==> src/rtl/ldst_pkg.sv <==
// Shared types and helpers for the load/store replay controller.
// Holds the FSM state encoding and the ld/st control-bit decode.
package ldst_pkg;

   typedef enum logic [1:0] {
      IDLE  = 2'd0,
      ISSUE = 2'd1,
      DONE  = 2'd2
   } state_e;

   localparam int LD_BIT = 15;
   localparam int ST_BIT = 16;

   function automatic logic is_ldst(input logic [ST_BIT:0] control);
      return control[LD_BIT] | control[ST_BIT];
   endfunction

endpackage

==> src/rtl/ldst_pass_counter.sv <==
// Saturating up-counter with synchronous clear and count enable.
// Counts the replay passes used by one warp instruction.
module ldst_pass_counter #(
   parameter int WIDTH = 4
) (
   input  logic             clk,
   input  logic             rst,
   input  logic             clr,
   input  logic             en,
   output logic [WIDTH-1:0] count
);

   logic [WIDTH-1:0] count_q;
   logic [WIDTH-1:0] count_d;

   always_comb begin
      count_d = count_q;
      if (clr) begin
         count_d = '0;
      end else if (en && (count_q != '1)) begin
         count_d = count_q + WIDTH'(1);
      end
   end

   always_ff @(posedge clk or posedge rst) begin
      if (rst) begin
         count_q <= '0;
      end else begin
         count_q <= count_d;
      end
   end

   assign count = count_q;

endmodule

==> src/rtl/ldst_replay_ctrl.sv <==
// Replays one warp's load/store through the L1 banks until every enabled
// thread has been serviced, stalling the MP pipeline meanwhile.
module ldst_replay_ctrl
   import ldst_pkg::*;
#(
   parameter int SP_PER_MP     = 8,
   parameter int CONTROL_WIDTH = 17,
   parameter int PASS_WIDTH    = $clog2(SP_PER_MP) + 1
) (
   input  logic                     clk,
   input  logic                     rst,
   input  logic                     req_valid,
   output logic                     req_ready,
   input  logic [SP_PER_MP-1:0]     req_mask,
   input  logic [CONTROL_WIDTH-1:0] req_control,
   output logic                     pass_valid,
   output logic [SP_PER_MP-1:0]     pass_mask,
   output logic [CONTROL_WIDTH-1:0] pass_control,
   input  logic                     mem_ack,
   input  logic [SP_PER_MP-1:0]     served_mask,
   output logic                     stall,
   output logic                     done,
   output logic [PASS_WIDTH-1:0]    pass_count,
   output logic                     err
);

   state_e                   state_q, state_d;
   logic [SP_PER_MP-1:0]     pending_q, pending_d;
   logic [CONTROL_WIDTH-1:0] ctrl_q, ctrl_d;
   logic                     err_q, err_d;
   logic [PASS_WIDTH-1:0]    last_count_q, last_count_d;
   logic [PASS_WIDTH-1:0]    cnt;
   logic                     cnt_clr;
   logic                     cnt_en;
   logic [SP_PER_MP-1:0]     progress;
   logic [SP_PER_MP-1:0]     remaining;

   ldst_pass_counter #(
      .WIDTH(PASS_WIDTH)
   ) u_pass_counter (
      .clk  (clk),
      .rst  (rst),
      .clr  (cnt_clr),
      .en   (cnt_en),
      .count(cnt)
   );

   // Served bits for threads no longer pending must not count as progress.
   assign progress  = served_mask & pending_q;
   assign remaining = pending_q & ~served_mask;

   always_comb begin
      state_d      = state_q;
      pending_d    = pending_q;
      ctrl_d       = ctrl_q;
      err_d        = err_q;
      last_count_d = last_count_q;
      cnt_clr      = 1'b0;
      cnt_en       = 1'b0;
      case (state_q)
         IDLE: begin
            if (req_valid) begin
               pending_d = req_mask;
               ctrl_d    = req_control;
               cnt_clr   = 1'b1;
               if (is_ldst(req_control[ST_BIT:0]) && (req_mask != '0)) begin
                  state_d = ISSUE;
               end else begin
                  state_d = DONE;
               end
            end
         end
         ISSUE: begin
            if (mem_ack) begin
               cnt_en = 1'b1;
               if (progress == '0) begin
                  err_d     = 1'b1;
                  pending_d = '0;
                  state_d   = DONE;
               end else begin
                  pending_d = remaining;
                  if (remaining == '0) begin
                     state_d = DONE;
                  end
               end
            end
         end
         DONE: begin
            last_count_d = cnt;
            state_d      = IDLE;
         end
         default: begin
            state_d = IDLE;
         end
      endcase
   end

   always_ff @(posedge clk or posedge rst) begin
      if (rst) begin
         state_q      <= IDLE;
         pending_q    <= '0;
         ctrl_q       <= '0;
         err_q        <= 1'b0;
         last_count_q <= '0;
      end else begin
         state_q      <= state_d;
         pending_q    <= pending_d;
         ctrl_q       <= ctrl_d;
         err_q        <= err_d;
         last_count_q <= last_count_d;
      end
   end

   // The counter has settled by the DONE cycle, so it is shown directly there.
   assign req_ready    = (state_q == IDLE);
   assign pass_valid   = (state_q == ISSUE);
   assign pass_mask    = (state_q == ISSUE) ? pending_q : '0;
   assign pass_control = ctrl_q;
   assign stall        = (state_q != IDLE);
   assign done         = (state_q == DONE);
   assign pass_count   = (state_q == DONE) ? cnt : last_count_q;
   assign err          = err_q;

endmodule
==> config.mk <==
export PLATFORM = sky130hd
export DESIGN_NAME = ldst_replay_ctrl
export DESIGN_NICKNAME = d
export VERILOG_FILES = /design/src/rtl/ldst_pkg.sv /design/src/rtl/ldst_pass_counter.sv /design/src/rtl/ldst_replay_ctrl.sv
export SDC_FILE = /design/constraint.sdc
export NUM_CORES = 1
export LEC_CHECK = 0
export BUFFER_PORTS_ARGS = -buffer_cell sky130_fd_sc_hd__buf_2
export CORE_MARGIN = 3
export CORE_UTILIZATION = 30
export CTS_BUF_LIST = sky130_fd_sc_hd__clkbuf_4 sky130_fd_sc_hd__clkbuf_8
export DETAILED_ROUTE_END_ITERATION = 12
export MAX_ROUTING_LAYER = met4
export PLACE_DENSITY = 0.62
export RECOVER_POWER = 25
export SYNTH_ARGS = -nofsm -noshare
export SYNTH_HDL_FRONTEND = slang
export SYNTH_SLANG_ARGS = --single-unit
==> constraint.sdc <==
create_clock -name clk -period 1.85 [get_ports clk]
set_clock_uncertainty 0.05 [all_clocks]
set_input_delay 0.0925 -clock clk [delete_from_list [all_inputs] [get_ports clk]]
set_output_delay 0.0925 -clock clk [all_outputs]
set_load 0.05 [all_outputs]
==> impl_metrics.tcl, run 1 <==
set metrics [dict create \
    critPathArrivalTime_ns 1.59 \
    min_from "req_control[15]" \
    yosysSeqAreaShare_pct 53.8 \
    maxCapViolations 0 \
    synth_mux_area_share_pct 14.7 \
    crit_buf_inv 2 \
    synth-simple-area-share_pct 13.9 \
    synth_cell_types 30 \
    dpl.cell_count 284 \
    numPortBuffers 70 \
    ys_ff_latch 36 \
    grtUsageTotal_pct 14.1 \
    synth-edff-count 0 \
    htree_levels 2 \
    crit_path_start_kind "flip-flop" \
    layout.nets 275 \
    initial_core_util_pct 32.0 \
    p_total_uw 4740 \
    drt_first_pass_iters 4 \
    synth_area_mm2 0.00167 \
    num_rows 26 \
    worst_pin_slew_ns 0.882 \
    r2r_cells 5 \
    hold_slack_ns 0.0178 \
    cpPeakStageDelay_ns 0.42 \
    path_max_fanout 11 \
    clk_pin_slew_worst_paths_ns 0.07 \
    slew-limit-headroom_pct 41.2 \
    synth_top_area_cell "dfrtp_1" \
    antenna_found_initial 0 \
    hold_viol 0 \
    required_ns 1.71 \
    async_flop_share_pct 100 \
    dieArea_mm2 0.00651 \
    cts_buffer_depth 2 \
    hold_depth 2 \
    syn_area_per_cell_um2 11.6 \
    synth_top_family_by_area "multiplexers" \
    fin_crit_sh_pct 93.7 \
    wire_per_inst_um 13.2 \
    diodes 0 \
    synth_cells 144 \
    drt_iter0_drc 112 \
    fillers 494 \
    grt_remaining_overflow 0 \
    max_freq_mhz 577 \
    synth_compound_area_share_pct 12.0 \
    worst_skew_pair.late_latency_ns 0.28 \
    die_w_um 80.7 \
    ios 71 \
    synth_fa_ha_area_share_pct 0.747 \
    vdd_drop_max_mv 0.888 \
    synthTopCellsByArea "dfrtp_1, mux2_2, a22oi_1" \
    final_cells 308 \
    finalCriticalPeriod_ns 1.73 \
    end_kind "output pin" \
    setup_viol_count_final 0 \
    reg2reg_to "pending_q[7]" \
    rsz0062_at_grt "no" \
    route.detailed.drc 0 \
    die_h_um 80.7 \
    synthFlopType "dfrtp_1" \
    num_vias 1406 \
    path_class "flip-flop to output pin" \
    clock-root-buffer "clkbuf_8" \
    grt_max_degree 37 \
    grt_pass1_vias 1451 \
    cts_tree "yes" \
    final_layout_size_suffix_gt1_share_pct 45.4 \
    syn_to_final_growth_pct 42.1 \
    routed_wl_mm 4.06 \
    cts_sinks 36 \
    rr_startpoint "state_q[1]" \
    crit_slowest_cell "dfrtp_1" \
    p_leak_uw 0.00118 \
    setup_tns_ns 0 \
    antenna_left 0 \
    power.density_mw_per_mm2 1990 \
    outcome "completed" \
    cts_buffers 5 \
    core-area_mm2 0.00524 \
    cp_top_family "simple AND/OR/NAND/NOR gates" \
    crit_chain "and2b_2 -> buf_4 -> and2_1 -> buf_2" \
    gp_congestion 0.814 \
    hold_path_end "pass_control[15]" \
    dp_hpwl_mm 3.00 \
    synth_nets 182 \
    netlist.area_leader.share_pct 53.8 \
    ys_warn_count 0 \
    reg2reg_slack_ns 0.35 \
    grt_pass1_wl_mm 6.82 \
    pre_cts_slack_ns 0.326 \
    hold_class "input pin to flip-flop" \
    via_per_inst 4.56 \
    cts_setup_buffers 0 \
    synth_xor_area_share_pct 1.57 \
    slew_viol_final 0 \
    fin_ws_ns 0.117 \
]
==> metal layers <==
metal | share of wire [%] | GRT usage [%]
met1 | 46 | 18.2
met2 | 49 | 21.9
met3 | 4.9 | 3.14
met4 | 0.35 | 4.56
met5 | 0 | -
==> power breakdown <==
group / switching [uW] / internal [uW] / leakage, uW / total [uW]
registers: 224 / 1140 / 0.000442 / 1370
logic: 1970 / 845 / 0.000689 / 2810
clock network: 263 / 297 / 0.0000510 / 560
total: 2460 / 2290 / 0.00118 / 4740
==> cell usage in the layout, fill, tap and decap left out <==
cell type,instances
a22oi_1,13
and2b_2,1
a31o_2,1
nand2_1,8
dlygate4sd3_1,16
buf_4,5
inv_1,5
nor2_1,7
mux2i_1,1
nand3_1,2
and4_1,1
nand2b_1,2
nor2b_1,6
o21ai_1,1
clkbuf_8,6
a21oi_1,3
o21ai_0,4
o21a_1,1
nor3b_4,1
mux2_1,1
clkbuf_2,1
nand4_1,2
buf_2,70
nor4_1,3
and3_1,1
xor2_1,3
and2_1,8
clkinv_2,2
a21oi_2,1
mux2_2,20
ha_1,1
dfrtp_1,36
o211ai_1,5
==> synth_stat cells (2+ instances only) <==
| cell | instances |
|---|---|
| dfrtp_1 | 36 |
| mux2_2 | 20 |
| a22oi_1 | 13 |
| and2_1 | 8 |
| nand2_1 | 8 |
| nor2_1 | 7 |
| nor2b_1 | 6 |
| inv_1 | 5 |
| o211ai_1 | 5 |
| o21ai_0 | 4 |
| a21oi_1 | 3 |
| buf_4 | 3 |
| nor4_1 | 3 |
| xor2_1 | 3 |
| buf_2 | 2 |
| nand2b_1 | 2 |
| nand3_1 | 2 |
| nand4_1 | 2 |
==> state kept, by name, indices dropped and copies added, names as in the netlist <==
name                  cells
u_pass_counter.count      4
last_count_q              4
state_q                   2
err                       1
pending_q                 8
pass_control             17
==> logic make-up (layout without fill, tap and decap cells) <==
| group | after synthesis | in the layout |
|---|---|---|
| adders and majority gates | 1 | 1 |
| muxes | 22 | 22 |
| AOI/OAI and AO/OA | 29 | 29 |
| and+or+nand+nor | 42 | 42 |
| buffers and inverters | 11 | 105 |
| DFF | 36 | 36 |
| xor gates and xnor gates | 3 | 3 |
==> worst max-delay path by stage <==
stage / from / end / cells after the start
2_1_floorplan: state_q[0] / last_count_q[0] / 3
3_3_place_gp: state_q[1] / pass_mask[1] / 4
3_5_place_dp: state_q[1] / pending_q[7] / 4
4_1_cts: state_q[1] / pass_mask[1] / 4
5_1_grt: state_q[1] / pass_mask[7] / 4
6_report: state_q[1] / pass_mask[1] / 4
==> per-stage QoR <==
step                util [%]  instance area [um2]
floorplan                  -                 1670
detailed placement      40.6                 2130
CTS                     45.4                 2380
global route            45.4                 2380
finish                  45.4                 2380
global placement        40.6                 2130
==> area by class of cell <==
type                    instances  area, um2  share of cell area [%]
flip-flops and latches         36        901                    37.9
multi-input cells              97        726                    30.5
repair buffers                 92        553                    23.3
well taps                      70       87.6                    3.68
clock buffers                   6       82.6                    3.47
inverters                       5       18.8                   0.789
clock inverters                 2       10.0                   0.421
==> timing repair <==
action                                  CTS  global route
endpoints found under the setup margin    0             7
resized for setup                         0             1
hold buffers                             16             0
endpoints found under the hold margin    51             0
(Power assumes the default switching activity.)
==> run 2: changes to the inputs <==
- ABC_AREA: unset -> 1
- CORE_UTILIZATION: 30 -> 35
- PLACE_DENSITY: 0.62 -> 0.68
==> impl_metrics.tcl, run 2 <==
set metrics [dict create \
    finalCriticalPeriod_ns 1.68 \
    reg2reg_slack_ns 0.26 \
    power.density_mw_per_mm2 1940 \
    hold_depth 5 \
    cpPeakStageDelay_ns 0.39 \
    slew-limit-headroom_pct 39.6 \
    num_vias 1859 \
    ios 71 \
    maxUsedRoutingLayer "met4" \
    wire_per_inst_um 11.1 \
    layout_commonest_cell "nand2_1" \
    p_int_uw 2170 \
    slew_viol_final 0 \
    cts_setup_buffers 0 \
    max_freq_mhz 595 \
    ys_ff_latch 36 \
    antenna_found_initial 0 \
    wl_met3_um 305 \
    antenna_left 0 \
    htree_levels 2 \
    via_per_inst 4.41 \
    netlist.area_leader.share_pct 47.4 \
    final_cells 422 \
    core-area_mm2 0.00517 \
    async_flop_share_pct 100 \
    crit_slowest_cell "dfrtp_1" \
    placed_area_mm2 0.00231 \
    drt_first_pass_iters 4 \
    grt_pass1_wl_mm 7.96 \
    synthFlopType "dfrtp_1" \
    syn_to_final_growth_pct 35.2 \
    syn_area_per_cell_um2 7.25 \
    combinationalPowerShare_pct 61.3 \
    wl_met2_mm 2.27 \
    postCtsHoldBufs 18 \
    dp_hpwl_mm 3.27 \
    synth_nets 300 \
    grt_pass1_vias 1822 \
    fin_area_mm2 0.00257 \
    worst_pin_slew_ns 0.906 \
    ys_warn_count 0 \
    numPortBuffers 70 \
    critPathArrivalTime_ns 1.54 \
    r2r_cells 5 \
    grtUsageTotal_pct 16.3 \
    worst_skew_pair.late_latency_ns 0.28 \
    yosys-top-cells-count "nand2_1, dfrtp_1, inv_1, nor2_1" \
    grt_remaining_overflow 0 \
    min_from "req_mask[7]" \
    initial_core_util_pct 36.7 \
    p_leak_uw 0.00150 \
    maxCapViolations 0 \
    cts_buffer_depth 2 \
    crit_chain "inv_1 -> nand2_2 -> buf_4 -> nor2_1 -> buf_2" \
    crit_cells 5 \
    largest_reg_flops 17 \
    outcome "completed" \
    path_max_fanout 12 \
    pwr-share-seq_pct 28.0 \
    synthTopCellsByArea "dfrtp_1, nand2_1, inv_1" \
    diodes 0 \
    clk_pin_slew_worst_paths_ns 0.07 \
    fin_crit_sh_pct 90.8 \
    path_class "flip-flop to output pin" \
    synth_cell_types 24 \
    rsz0062_at_grt "no" \
    synth_area_mm2 0.00190 \
    cp_top_family "buffers and inverters" \
    crit_path_start_kind "flip-flop" \
    routed_wl_mm 4.68 \
    reg2reg_to "pass_control[12]" \
    route.detailed.drc 0 \
    p_total_uw 4970 \
    switchingPower_uw 2800 \
    synth_top_area_cell "dfrtp_1" \
    synth_cells 262 \
    end_kind "output pin" \
    final_util_pct 49.7 \
    final_cell_mix "nand2_1, buf_2, dfrtp_1, inv_1, nor2_1" \
    drt_iter0_drc 56 \
    required_ns 1.71 \
    cts_buffers 5 \
    post_cts_resized 0 \
    hold_viol 0 \
    dieArea_mm2 0.00635 \
    fillers 514 \
    clock-root-buffer "clkbuf_8" \
    final_layout_size_suffix_gt1_share_pct 26.7 \
    seq_area_um2 901 \
    multiInputGateArea_um2 816 \
    crit_buf_inv 3 \
    synth.most_common_cell "nand2_1" \
    cts_sinks 36 \
    hold_slack_ns 0.0974 \
    hold_path_end "pending_q[7]" \
    yosysSeqAreaShare_pct 47.4 \
    clockPowerShare_pct 10.7 \
    cts_tree "yes" \
    swShare_pct 56.3 \
    hold_class "input pin to flip-flop" \
    synth-edff-count 0 \
    vdd_drop_max_mv 0.951 \
    met1_length_mm 2.03 \
    layout.nets 390 \
    die_w_um 79.7 \
    setup_viol_count_final 0 \
    gp_congestion 0.775 \
    num_rows 26 \
    die_h_um 79.7 \
    dpl.cell_count 397 \
    rr_startpoint "state_q[0]" \
    crit_start "state_q[1]" \
    grt_max_degree 37 \
]
run 2: changes by cell type after synthesis, sizes merged, moves of 4 or more:
cell and change:
nor2 +30, a22oi -13, inv +30, o21ai +4, nand3 +5, o211ai -5
a21oi +5, nand2 +99, nand3b +8, and2 -8, nor2b -6, mux2 -21
run 2: stage by stage:
stage                     setup slack (ns)  setup TNS (ns)
after floorplan                    -0.0501          -0.271
after global placement               0.349               0
after detailed placement             0.234               0
after CTS                            0.147               0
after global routing                0.0390               0
final                                0.171               0
run 2: cell families after synthesis:
kind of cell,share of synthesized area [%]
simple gates,35.0
compound gates,6.32
fa+ha+maj,0.658
buf+inv,10.6
flops,47.4
run 2: how the worst max path moves through the flow:
stage	to	slack (ns)
3_3_place_gp	pass_control[15]	0.35
3_5_place_dp	pass_control[14]	0.23
5_1_grt	pass_count[1]	0.04
2_1_floorplan	state_q[0]	-0.05
6_report	pass_mask[4]	0.17
4_1_cts	pass_mask[4]	0.15
run 2: layer usage:
layer,vias up,GRT usage (%)
met5,-,-
met4,0,5.15
met3,6,4.29
met2,58,27.3
met1,828,19.1
li1,967,-
run 2: power groups by stage:
stage               logic, uW  registers [uW]  clock network (uW)
finish                   3050            1390                 534
floorplan                1860            2000                   0
detailed placement       3050            1400                   0
CTS                      3080            1390                 563
global route             3310            1450                 602
global placement         3000            1400                   0
run 2: worst reg2reg max path, delay by kind of cell, from the launching register on:
family | cells | cell delay, ns
buffers and inverters | 1 | 0.46
and+or+nand+nor | 4 | 0.56
DFF | 1 | 0.40
run 2: area by class of cell:
cell class,count,share of cell area [%]
clock buffers,6,2.97
well taps,70,3.41
multi-input cells,182,31.8
inverters,37,5.46
clock inverters,1,0.195
flip-flops and latches,36,35.1
repair buffers,90,21.1
==> run 3: changes to the inputs <==
- CTS_BUF_LIST: sky130_fd_sc_hd__clkbuf_4 sky130_fd_sc_hd__clkbuf_8 -> sky130_fd_sc_hd__clkbuf_8
- PLACE_DENSITY: 0.68 -> 0.67
==> impl_metrics.tcl, run 3 (same netlist as run 2, synthesis figures left out) <==
set metrics [dict create \
    end_kind "output pin" \
    slew-limit-headroom_pct 40.7 \
    vdd_drop_max_mv 0.865 \
    numPortBuffers 70 \
    max_freq_mhz 597 \
    num_vias 1854 \
    final_cells 423 \
    grt_remaining_overflow 0 \
    cp_top_family "buffers and inverters" \
    seq_area_um2 901 \
    slew_viol_final 0 \
    worst_pin_slew_ns 0.889 \
    die_w_um 79.7 \
    layout_commonest_cell "nand2_1" \
    layout.nets 390 \
    antenna_found_initial 0 \
    crit_slowest_cell "dfrtp_1" \
    hold_class "input pin to flip-flop" \
    maxCapViolations 0 \
    wire_per_inst_um 10.9 \
    critPathArrivalTime_ns 1.53 \
    core-area_mm2 0.00517 \
    power.density_mw_per_mm2 1930 \
    dp_hpwl_mm 3.23 \
    via_per_inst 4.38 \
    clk_pin_slew_worst_paths_ns 0.07 \
    cts_buffer_depth 2 \
    cts_sinks 36 \
    drt_iter0_drc 65 \
    clock-root-buffer "clkbuf_8" \
    routed_wl_mm 4.61 \
    antenna_left 0 \
    dieArea_mm2 0.00635 \
    grt_pass1_vias 1731 \
    final_layout_size_suffix_gt1_share_pct 26.3 \
    initial_core_util_pct 36.7 \
    ios 71 \
    route.detailed.drc 0 \
    setup_tns_ns 0 \
    crit_buf_inv 3 \
    diodes 0 \
    final_cell_mix "nand2_1, buf_2, inv_1, dfrtp_1, nor2_1" \
    worst_skew_pair.late_latency_ns 0.28 \
    crit_chain "inv_1 -> nand2_2 -> buf_4 -> nor2_1 -> buf_2" \
    gp_congestion 0.777 \
    cts_tree "yes" \
    fillers 517 \
    cts_buffers 5 \
    drt_first_pass_iters 4 \
    p_leak_uw 0.00150 \
    dpl.cell_count 397 \
    htree_levels 2 \
    largest_reg_flops 17 \
    grt_pass1_wl_mm 7.49 \
    outcome "completed" \
    hold_viol 0 \
    grt_max_degree 37 \
    multiInputGateArea_um2 816 \
    rsz0062_at_grt "no" \
    fin_crit_sh_pct 90.6 \
    setup_viol_count_final 0 \
    grtUsageTotal_pct 15.3 \
    num_rows 26 \
    cts_setup_buffers 0 \
    fin_ws_ns 0.174 \
    postCtsHoldBufs 18 \
    required_ns 1.71 \
    die_h_um 79.7 \
    path_class "flip-flop to output pin" \
    finalCriticalPeriod_ns 1.68 \
    cpPeakStageDelay_ns 0.40 \
    post_cts_resized 0 \
    syn_to_final_growth_pct 35.4 \
    crit_path_start_kind "flip-flop" \
    path_max_fanout 14 \
    pre_cts_slack_ns 0.278 \
]
## run 3: report_power, final
part           internal [uW]  leakage (uW)  switching (uW)
sequential              1150      0.000444             236
clock                    258     0.0000507             275
combinational            752       0.00101            2290
## run 3: worst reg2reg max path, delay by kind of cell (launching register included)
kind	cells	cell delay [ns]
simple gates	4	0.55
buf+inv	1	0.45
flops	1	0.40
## run 3: path summary, 6_finish.rpt
path                                      start                to  slack [ns]  depth (start not counted)
worst max register to register       state_q[0]   pass_control[7]        0.29                          5
worst min register to register  last_count_q[2]   last_count_q[2]        0.42                          2
max in group asynchronous                   rst      pending_q[2]        0.64                          4
worst max-delay path                 state_q[1]      pass_mask[1]        0.17                          5
worst min-delay path                req_mask[3]      pending_q[3]         0.1                          5
min in group asynchronous                   rst  pass_control[13]        0.57                          4
## run 3: stage by stage
step	total power (uW)	hold slack, ns	instance area (um2)	util [%]
finish	4970	0.0968	2570	49.7
global route	5340	0.114	2570	49.7
CTS	5020	0.0910	2570	49.8
detailed placement	4430	0.181	2310	44.7
global placement	4400	0.176	2310	44.7
floorplan	3860	0.152	1920	-
## run 3: cell type report
class                   count  area share, %
inverters                  37           5.45
well taps                  70           3.40
clock buffers               5           2.68
repair buffers             90           21.1
clock inverters             3          0.632
flip-flops and latches     36           35.0
multi-input cells         182           31.7
## run 3: per-layer routing
metal / share of wire [%] / vias to the layer above / global-route usage [%]
met5: 0 / - / -
met3: 6.4 / 4 / 3.05
li1: - / 973 / -
met1: 42 / 824 / 17.2
met4: 1.3 / 0 / 6.19
met2: 50 / 53 / 26.6
